**config.mk**
```make
export PLATFORM = sky130hd
export DESIGN_NAME = dual_port_ram_be_flat
export DESIGN_NICKNAME = d
export VERILOG_FILES = /design/src/rtl/dual_port_ram_be_if.sv /design/src/rtl/dual_port_ram_be.sv /design/src/flat_wrapper.sv
export SDC_FILE = /design/constraint.sdc
export NUM_CORES = 1
export LEC_CHECK = 0
export BUFFER_PORTS_ARGS = -buffer_cell sky130_fd_sc_hd__buf_2
export CELL_PAD_IN_SITES_DETAIL_PLACEMENT = 1
export CELL_PAD_IN_SITES_GLOBAL_PLACEMENT = 2
export CORE_ASPECT_RATIO = 1.4
export CORE_MARGIN = 3
export CORE_UTILIZATION = 40
export CTS_CLUSTER_SIZE = 28
export DETAILED_ROUTE_END_ITERATION = 6
export PLACE_DENSITY_LB_ADDON = 0.1
export SLEW_MARGIN = 20
export SYNTH_ARGS = -nofsm -noshare
export SYNTH_HDL_FRONTEND = slang
export SYNTH_SLANG_ARGS = --single-unit
```
**constraint.sdc**
```tcl
create_clock -name clk -period 1.8 [get_ports clk]
set_input_delay 0.09 -clock clk [delete_from_list [all_inputs] [get_ports clk]]
set_output_delay 0.09 -clock clk [all_outputs]
set_load 0.1 [all_outputs]
```
**src/rtl/dual_port_ram_be_if.sv**
```systemverilog
// Write/read/clear bus for dual_port_ram_be.
// The master drives requests; the slave (the RAM) drives readiness and read results.
interface dual_port_ram_be_if #(
    parameter int unsigned ADDR_W = 4,
    parameter int unsigned DATA_W = 8
);
    localparam int unsigned BE_W = DATA_W / 8;

    logic              wr_valid;
    logic              wr_ready;
    logic [ADDR_W-1:0] wr_addr;
    logic [DATA_W-1:0] wr_data;
    logic [BE_W-1:0]   wr_be;

    logic              rd_valid;
    logic              rd_ready;
    logic [ADDR_W-1:0] rd_addr;
    logic [DATA_W-1:0] rd_data;
    logic              rd_data_valid;

    logic              clr_req;
    logic              init_busy;

    modport master (
        output wr_valid, wr_addr, wr_data, wr_be,
        output rd_valid, rd_addr,
        output clr_req,
        input  wr_ready, rd_ready, rd_data, rd_data_valid, init_busy
    );

    modport slave (
        input  wr_valid, wr_addr, wr_data, wr_be,
        input  rd_valid, rd_addr,
        input  clr_req,
        output wr_ready, rd_ready, rd_data, rd_data_valid, init_busy
    );
endinterface

```
**src/rtl/dual_port_ram_be.sv**
```systemverilog
// Simple dual-port RAM with byte enables, valid/ready ports and a clear sequencer
// that zeroes the array after reset or on clr_req; read latency 1 or 2 cycles.
module dual_port_ram_be #(
    parameter int unsigned ADDR_W   = 4,
    parameter int unsigned DEPTH    = 16,
    parameter int unsigned DATA_W   = 8,
    parameter int unsigned READ_LAT = 1
) (
    input  logic                clk,
    input  logic                rst,
    dual_port_ram_be_if.slave   bus
);
    localparam int unsigned BE_W  = DATA_W / 8;
    localparam int unsigned IDX_W = (DEPTH > 1) ? $clog2(DEPTH) : 1;
    localparam logic [ADDR_W-1:0] LAST_ADDR = ADDR_W'(DEPTH - 1);

    if ((DATA_W == 0) || (DATA_W % 8 != 0) || (DEPTH == 0) ||
        (64'(DEPTH) > (64'd1 << ADDR_W)) || (READ_LAT < 1) || (READ_LAT > 2)) begin : g_param_err
        $error("dual_port_ram_be: illegal parameters DATA_W=%0d DEPTH=%0d ADDR_W=%0d READ_LAT=%0d",
               DATA_W, DEPTH, ADDR_W, READ_LAT);
    end

    typedef enum logic {ST_CLEAR = 1'b0, ST_IDLE = 1'b1} state_t;

    state_t            state;
    logic [ADDR_W-1:0] clr_cnt;
    logic              busy_q;
    logic              ready_q;

    logic [DATA_W-1:0] mem [DEPTH];

    logic              wr_fire_c;
    logic              rd_fire_c;
    logic              wr_in_range_c;
    logic              rd_in_range_c;
    logic [DATA_W-1:0] rd_word_c;

    logic [DATA_W-1:0] rd_data_q;
    logic              rd_data_valid_q;

    // Clear sequencer: walks clr_cnt over the array, then opens both ports.
    always_ff @(posedge clk or negedge rst) begin
        if (!rst) begin
            state   <= ST_CLEAR;
            clr_cnt <= '0;
            busy_q  <= 1'b1;
            ready_q <= 1'b0;
        end else begin
            unique case (state)
                ST_CLEAR: begin
                    if (clr_cnt == LAST_ADDR) begin
                        state   <= ST_IDLE;
                        clr_cnt <= '0;
                        busy_q  <= 1'b0;
                        ready_q <= 1'b1;
                    end else begin
                        clr_cnt <= clr_cnt + ADDR_W'(1);
                    end
                end
                ST_IDLE: begin
                    if (bus.clr_req) begin
                        state   <= ST_CLEAR;
                        clr_cnt <= '0;
                        busy_q  <= 1'b1;
                        ready_q <= 1'b0;
                    end
                end
            endcase
        end
    end

    assign bus.wr_ready  = ready_q;
    assign bus.rd_ready  = ready_q;
    assign bus.init_busy = busy_q;

    assign wr_fire_c     = bus.wr_valid && ready_q;
    assign rd_fire_c     = bus.rd_valid && ready_q;
    assign wr_in_range_c = 32'(bus.wr_addr) < DEPTH;
    assign rd_in_range_c = 32'(bus.rd_addr) < DEPTH;

    // Out-of-range reads return zero rather than touching the array.
    assign rd_word_c = rd_in_range_c ? mem[IDX_W'(bus.rd_addr)] : '0;

    // Array has no reset; the sequencer owns the write port while clearing.
    always_ff @(posedge clk) begin
        if (state == ST_CLEAR) begin
            mem[IDX_W'(clr_cnt)] <= '0;
        end else if (wr_fire_c && wr_in_range_c) begin
            for (int b = 0; b < int'(BE_W); b++) begin
                if (bus.wr_be[b]) begin
                    mem[IDX_W'(bus.wr_addr)][8*b +: 8] <= bus.wr_data[8*b +: 8];
                end
            end
        end
    end

    if (READ_LAT == 1) begin : g_lat1
        always_ff @(posedge clk or negedge rst) begin
            if (!rst) begin
                rd_data_q       <= '0;
                rd_data_valid_q <= 1'b0;
            end else begin
                rd_data_valid_q <= rd_fire_c;
                if (rd_fire_c) begin
                    rd_data_q <= rd_word_c;
                end
            end
        end
    end else begin : g_lat2
        logic [DATA_W-1:0] s1_data;
        logic              s1_valid;

        // Array output register, then the output stage.
        always_ff @(posedge clk or negedge rst) begin
            if (!rst) begin
                s1_data         <= '0;
                s1_valid        <= 1'b0;
                rd_data_q       <= '0;
                rd_data_valid_q <= 1'b0;
            end else begin
                s1_valid        <= rd_fire_c;
                rd_data_valid_q <= s1_valid;
                if (rd_fire_c) begin
                    s1_data <= rd_word_c;
                end
                if (s1_valid) begin
                    rd_data_q <= s1_data;
                end
            end
        end
    end

    assign bus.rd_data       = rd_data_q;
    assign bus.rd_data_valid = rd_data_valid_q;
endmodule

```
**src/flat_wrapper.sv**
```systemverilog
// flat-port wrapper written by rule: the top's interface ports become plain ports
module dual_port_ram_be_flat 
#(
    parameter int unsigned ADDR_W   = 4,
    parameter int unsigned DEPTH    = 16,
    parameter int unsigned DATA_W   = 8,
    parameter int unsigned READ_LAT = 1
)
  (clk, rst, bus_wr_valid, bus_wr_addr, bus_wr_data, bus_wr_be, bus_rd_valid, bus_rd_addr, bus_clr_req, bus_wr_ready, bus_rd_ready, bus_rd_data, bus_rd_data_valid, bus_init_busy);
  dual_port_ram_be_if #(.ADDR_W(ADDR_W), .DATA_W(DATA_W)) bus_i ();
  input  logic clk;
  input  logic rst;
  input wire logic [$bits(bus_i.wr_valid)-1:0] bus_wr_valid;
  input wire logic [$bits(bus_i.wr_addr)-1:0] bus_wr_addr;
  input wire logic [$bits(bus_i.wr_data)-1:0] bus_wr_data;
  input wire logic [$bits(bus_i.wr_be)-1:0] bus_wr_be;
  input wire logic [$bits(bus_i.rd_valid)-1:0] bus_rd_valid;
  input wire logic [$bits(bus_i.rd_addr)-1:0] bus_rd_addr;
  input wire logic [$bits(bus_i.clr_req)-1:0] bus_clr_req;
  output wire logic [$bits(bus_i.wr_ready)-1:0] bus_wr_ready;
  output wire logic [$bits(bus_i.rd_ready)-1:0] bus_rd_ready;
  output wire logic [$bits(bus_i.rd_data)-1:0] bus_rd_data;
  output wire logic [$bits(bus_i.rd_data_valid)-1:0] bus_rd_data_valid;
  output wire logic [$bits(bus_i.init_busy)-1:0] bus_init_busy;
  assign bus_i.wr_valid = bus_wr_valid;
  assign bus_i.wr_addr = bus_wr_addr;
  assign bus_i.wr_data = bus_wr_data;
  assign bus_i.wr_be = bus_wr_be;
  assign bus_i.rd_valid = bus_rd_valid;
  assign bus_i.rd_addr = bus_rd_addr;
  assign bus_i.clr_req = bus_clr_req;
  assign bus_wr_ready = bus_i.wr_ready;
  assign bus_rd_ready = bus_i.rd_ready;
  assign bus_rd_data = bus_i.rd_data;
  assign bus_rd_data_valid = bus_i.rd_data_valid;
  assign bus_init_busy = bus_i.init_busy;
  dual_port_ram_be #(.ADDR_W(ADDR_W), .DEPTH(DEPTH), .DATA_W(DATA_W), .READ_LAT(READ_LAT)) u_core (.clk(clk), .rst(rst), .bus(bus_i));
endmodule
```
-- Yosys cells after proc, flatten, opt, wreduce, memory -nomap -nowiden
Memory sizes are Yosys's and may differ from the RTL's. A register that Yosys moved wholly into a read port is not among the register bits.
Index checks and enable logic that the tools add are counted.
- $add $sub $neg: 1
- $mul: 0
- divide/modulo/power cells: 0
- $lt $le $gt $ge: 0
- eq/ne operators: 3
- shift-type cells: 0
- multiplexer cells: 20
- bitwise gates (word level): 1
- reductions and logical operators: 5
- operator list (cell ; count):
    two-way mux 1 bit ; 12
    two-way mux 4 bit ; 3
    two-way mux 8 bit ; 1
    one-hot mux 4 bit (2 select lines) ; 1
    OR reduction 8 bit ; 1
    one-hot mux 1 bit (2 select lines) ; 3
    adder 4 x 1 -> 4 bit (second input constant) ; 1
    equality test 4 bit (second input constant) ; 1
    logical AND 1 bit ; 2
    != test 2 x 1 -> 1 bit (second input constant) ; 1
    != test 2 bit (second input constant) ; 1
    AND reduction 2 bit ; 1
    zero test 1 bit ; 1
    inverter 1 bit ; 1
- register bits: 8
- latch bits: 0
- memory bits (writable): 128
- bits in read-only memories: 0
- input bits: 22
- output and inout bits: 12
- logic and storage cells: 36
- memories kept: 1
- memories (name ; words ; width ; read ports ; clocked after Yosys merged registers in ; write ports ; RTL line ; source):
    u_core.mem ; 16 ; 8 ; 1 ; 1 ; 1 ; dual_port_ram_be.sv:30 ; logic [DATA_W-1:0] mem [DEPTH];

-- Longest topological paths before layout
- depth after elaboration: 6
- gate-level depth with buffers: 6
- gate-level depth less buffers: 5

-- Worst setup path before layout
OpenSTA, ideal clock, no wires.
- path kind: register to register
- start point: register u_core.ready_q, in the netlist u_core.bus.rd_ready
- end point: memory u_core.mem[10][0] (enable)
- arrival: 2.097 ns
- required time: 1.430 ns
- slack: -0.667 ns
- cell stages (with the launch flop): 5
- cells stage by stage: dfrtp_1 > nand4_2 > nor3b_1 > a31oi_1 > nor2_1
- word-level cells in the longest chain between the ends: 6
- elaborated cells between the ends (all ways): 7
- RTL lines (item ; RTL line ; source):
    start: declaration ; dual_port_ram_be.sv:28 ; logic ready_q;
    start signal: assignment ; dual_port_ram_be.sv:47 ; ready_q <= 1'b0;
    start signal: assignment ; dual_port_ram_be.sv:55 ; ready_q <= 1'b1;
    start signal: assignment ; dual_port_ram_be.sv:65 ; ready_q <= 1'b0;
    logical AND 1 bit (*) ; dual_port_ram_be.sv:76 ; assign wr_fire_c = bus.wr_valid && ready_q;
    two-way mux 1 bit (*) ; dual_port_ram_be.sv:88 ; end else if (wr_fire_c && wr_in_range_c) begin
    two-way mux 1 bit (*) ; dual_port_ram_be.sv:86 ; if (state == ST_CLEAR) begin
    two-way mux 1 bit (not written as such) (*) ; dual_port_ram_be.sv:91 ; mem[IDX_W'(bus.wr_addr)][8*b +: 8] <= bus.wr_data[8*b +: 8];
    OR reduction 8 bit (no source line) ; -- ;
    two-way mux 4 bit (no source line) or two-way mux 1 bit (tied branches) ; -- ;
    end: declaration ; dual_port_ram_be.sv:30 ;
Mark *: on every way between the ends. The rest lies on a longest branch, timed or not.

-- Final worst setup path
- start point: register u_core.ready_q, in the netlist u_core.bus.rd_ready
- end point: memory u_core.mem[9][6] (enable)
The elaborated chain is that of the path after synthesis.

==> reports/summary.txt <==
Worst Hold Path EP = u_core.bus.rd_data_valid$_DFF_PN0_
CP top delay family = compound AO/OA/AOI/OAI gates
HP Class = input port to flop
EDFF count, synth = 128
Seq pwr share = 0.410
WL per Instance = 22.0 µm
Largest net degree at the start of global routing = 36
Worst path bufs/invs = 1
Clock skew = 0.00954 ns
Placeable Area = 14100 µm²
Top cell type's share of synthesized area = 0.658
Max-slew violations = 0
Worst Setup SP = u_core.bus.rd_ready$_DFFE_PN0P_
Crit path kind = flop to flop
Drc violations = 0
Mapped Avg Cell Area = 15.4 µm²
Initial Util = 0.414
Startpoint types = flop
Cells after Synth = 380
Ys flop type = edfxtp_1
Worst reg2reg setup slack = 0.01 ns
Final Hold Fails = 0
IO Pins = 34
Initial DRC count = 116
Worst min-delay path startpoint = bus_rd_valid
Post-Syn Area = 5840 µm²
Chip height = 149 µm
CP Capture Type = flop
Port bufs = 33
Switching Share = 0.329
Vias in the first global route = 3662
Non-Filler Instances = 646
Worst r2r path cells = 5
Placed cells = 607
Rel. slew slack = 0.515
GPL Wtd Cong = 0.784
# Max-Cap Violations = 0
CP max FO = 9
First-pass GRT wire length = 21700 µm
Minimum clock period = 1.79 ns
Cells along the critical path = nand4_4 > nor3b_2 > a31oi_2 > nor2_4 > buf_12
Yosys cell types = 33
Vias = 3343
Total Wirelength = 14200 µm
First-pass DRT Iterations = 4
Root Driver = clkbuf_16
Total congestion overflow = 0
Vias/cell = 5.17
RSZ-0062 raised after global routing = yes
Clk slew on worst S/H paths = 0.06 ns
Row cnt = 51
Number of buffers created by CTS = 17
P_leak = 2.70 nW
FF+latch count, synth = 144
Setup Viol. Count Final = 0
Antenna violations before repair = 0
Top cells by count, synth = edfxtp_1, mux2i_1, nand2_1
Diodes inserted = 0
Least-Margin Pin Slew = 0.727 ns
Peak VDD IR = 870 µV
Core Util, Final = 0.514
Fmax achieved = 559 MHz
Clock share of power = 0.325
Antenna Nets Post-Route = 0
Yosys warns = 0
Sw power = 3.68 mW
Cells on Worst Hold Path = 4
Clk_lat worst skew = 0.41 ns
R2R Path End = u_core.mem[9][6]$_DFFE_PP_
CP arrival = 1.96 ns
Die width = 108 µm
Post-DP Area = 6410 µm²
Seq/Total Area, Yosys = 0.726
CTS tree = yes
Final HPWL DP = 9860 µm
Post-layout net count = 472
Share of post-route cells with drive strength above 1 = 0.280
Critical Path RT = 1.97 ns
Synthesized Nets = 403
Internal power component = 7.50 mW
Outcome = finished clean
Die area = 16100 µm²
GRT Util Overall = 0.189
Worst-path cell with the longest stage delay = a31oi_2
Clk buf depth = 2
H-tree levels = 4
Final instance area = 7250 µm²
Post-synth top area cell = edfxtp_1
Pwr Total = 11.2 mW
Pwr Density = 1540 nW/µm²
Fin Setup TNS = 0 ns
Clk sinks = 144
Dominant cell by count in the synthesized netlist = edfxtp_1
Top post-synthesis cells by area = edfxtp_1, mux2i_1, dfrtp_1
Worst reg2reg path startpoint = u_core.bus.rd_ready$_DFFE_PN0P_
Fin crit share = 0.994
Async set-or-reset flop fraction in the synthesized netlist = 0.111
Critical Path Max Stage Delay = 0.54 ns
Logic pwr share = 0.265
Area Growth Syn to Fin = 24.1%
-- power groups by stage --
stage	clock, mW	sequential (mW)	combinational, mW
after floorplan	0	5.36	1.08
after global placement	0	4.62	2.69
after detailed placement	0	4.65	2.74
after CTS	3.70	4.59	2.78
after global routing	3.85	4.64	3.19
final	3.63	4.58	2.97
-- worst max-delay path by stage --
stage / to / slack (ns) / cells past startpoint
after floorplan: u_core.mem[13][0]$_DFFE_PP_ / -0.06 / 4
after global placement: u_core.mem[11][2]$_DFFE_PP_ / -0.06 / 6
after detailed placement: u_core.mem[9][4]$_DFFE_PP_ / -0.12 / 4
after CTS: u_core.mem[13][7]$_DFFE_PP_ / -0.08 / 4
after global routing: u_core.mem[11][7]$_DFFE_PP_ / -0.01 / 6
final: u_core.mem[9][6]$_DFFE_PP_ / 0.01 / 5
-- timing repair --
item,in CTS,in global routing
hold buffers,2,0
resized for setup,5,20
buffers inserted,0,6
pin swaps,0,9
endpoints found under the hold margin,19,0
setup endpoints to repair,112,168
-- registers in the layout, summed over array words and instances, names as in the netlist --
register,cells
u_core.bus.init_busy,1
u_core.mem,128
u_core.state,1
u_core.bus.rd_data_valid,1
u_core.bus.rd_ready,1
u_core.clr_cnt,4
u_core.bus.rd_data,8
-- layer usage --
| layer | GRT usage | vias to the layer above | wire length [µm] |
|---|---|---|---|
| li1 | - | 1592 | - |
| met4 | 0.0625 | 0 | 210 |
| met3 | 0.0359 | 9 | 535 |
| met5 | 0 | - | 0 |
| met1 | 0.225 | 1676 | 5610 |
| met2 | 0.339 | 66 | 7850 |
-- logic make-up (layout without fill, tap and decap cells) --
kind of cell,count (synthesis),in the layout,synth area share
mux,64,64,0.110
simple gates,102,102,0.0826
buf+inv,23,104,0.0272
flops,144,144,0.726
fa+ha+maj,1,1,0.00214
compound gates,46,46,0.0520
-- per-stage QoR --
step	hold WS [ns]	setup WS [ns]
final	0.111	0.0116
after floorplan	-0.206	-0.0630
after CTS	0.0847	-0.0834
after global placement	0.0467	-0.0552
after global routing	0.110	-0.0130
after detailed placement	0.0531	-0.122
-- worst register-to-register path: cells and delay by family, from the launching register on --
family | cells | cell delay [ns]
compound gates | 1 | 0.54
simple gates | 3 | 0.35
flops | 1 | 0.50
buf+inv | 1 | 0.17
-- area by class of cell --
type                            instances  area (µm²)
Tap cell                              185         231
Sequential cell                       144        4250
Clock inverter                         13         186
Inverter                                6        22.5
Timing Repair Buffer                   67         515
Multi-Input combinational cell        213        1620
Clock buffer                           18         429
Fill cell                            1341        6850
-- layout by cell type (no fill, tap or decap), types with 5 or more instances in the layout --
cell | synthesis | final
nor2_2 | 1 | 7
mux2i_1 | 64 | 64
inv_1 | 6 | 6
edfxtp_1 | 128 | 128
buf_4 | 3 | 26
clkbuf_16 | 0 | 17
nand3_1 | 20 | 20
buf_2 | 9 | 32
and2_1 | 9 | 5
nand2_1 | 32 | 32
a21oi_1 | 11 | 10
nor2_1 | 23 | 9
buf_12 | 1 | 7
nor2_4 | 0 | 8
nand4_1 | 6 | 6
dfrtp_1 | 15 | 14
a22oi_1 | 20 | 18
(Power assumes the default switching activity.)
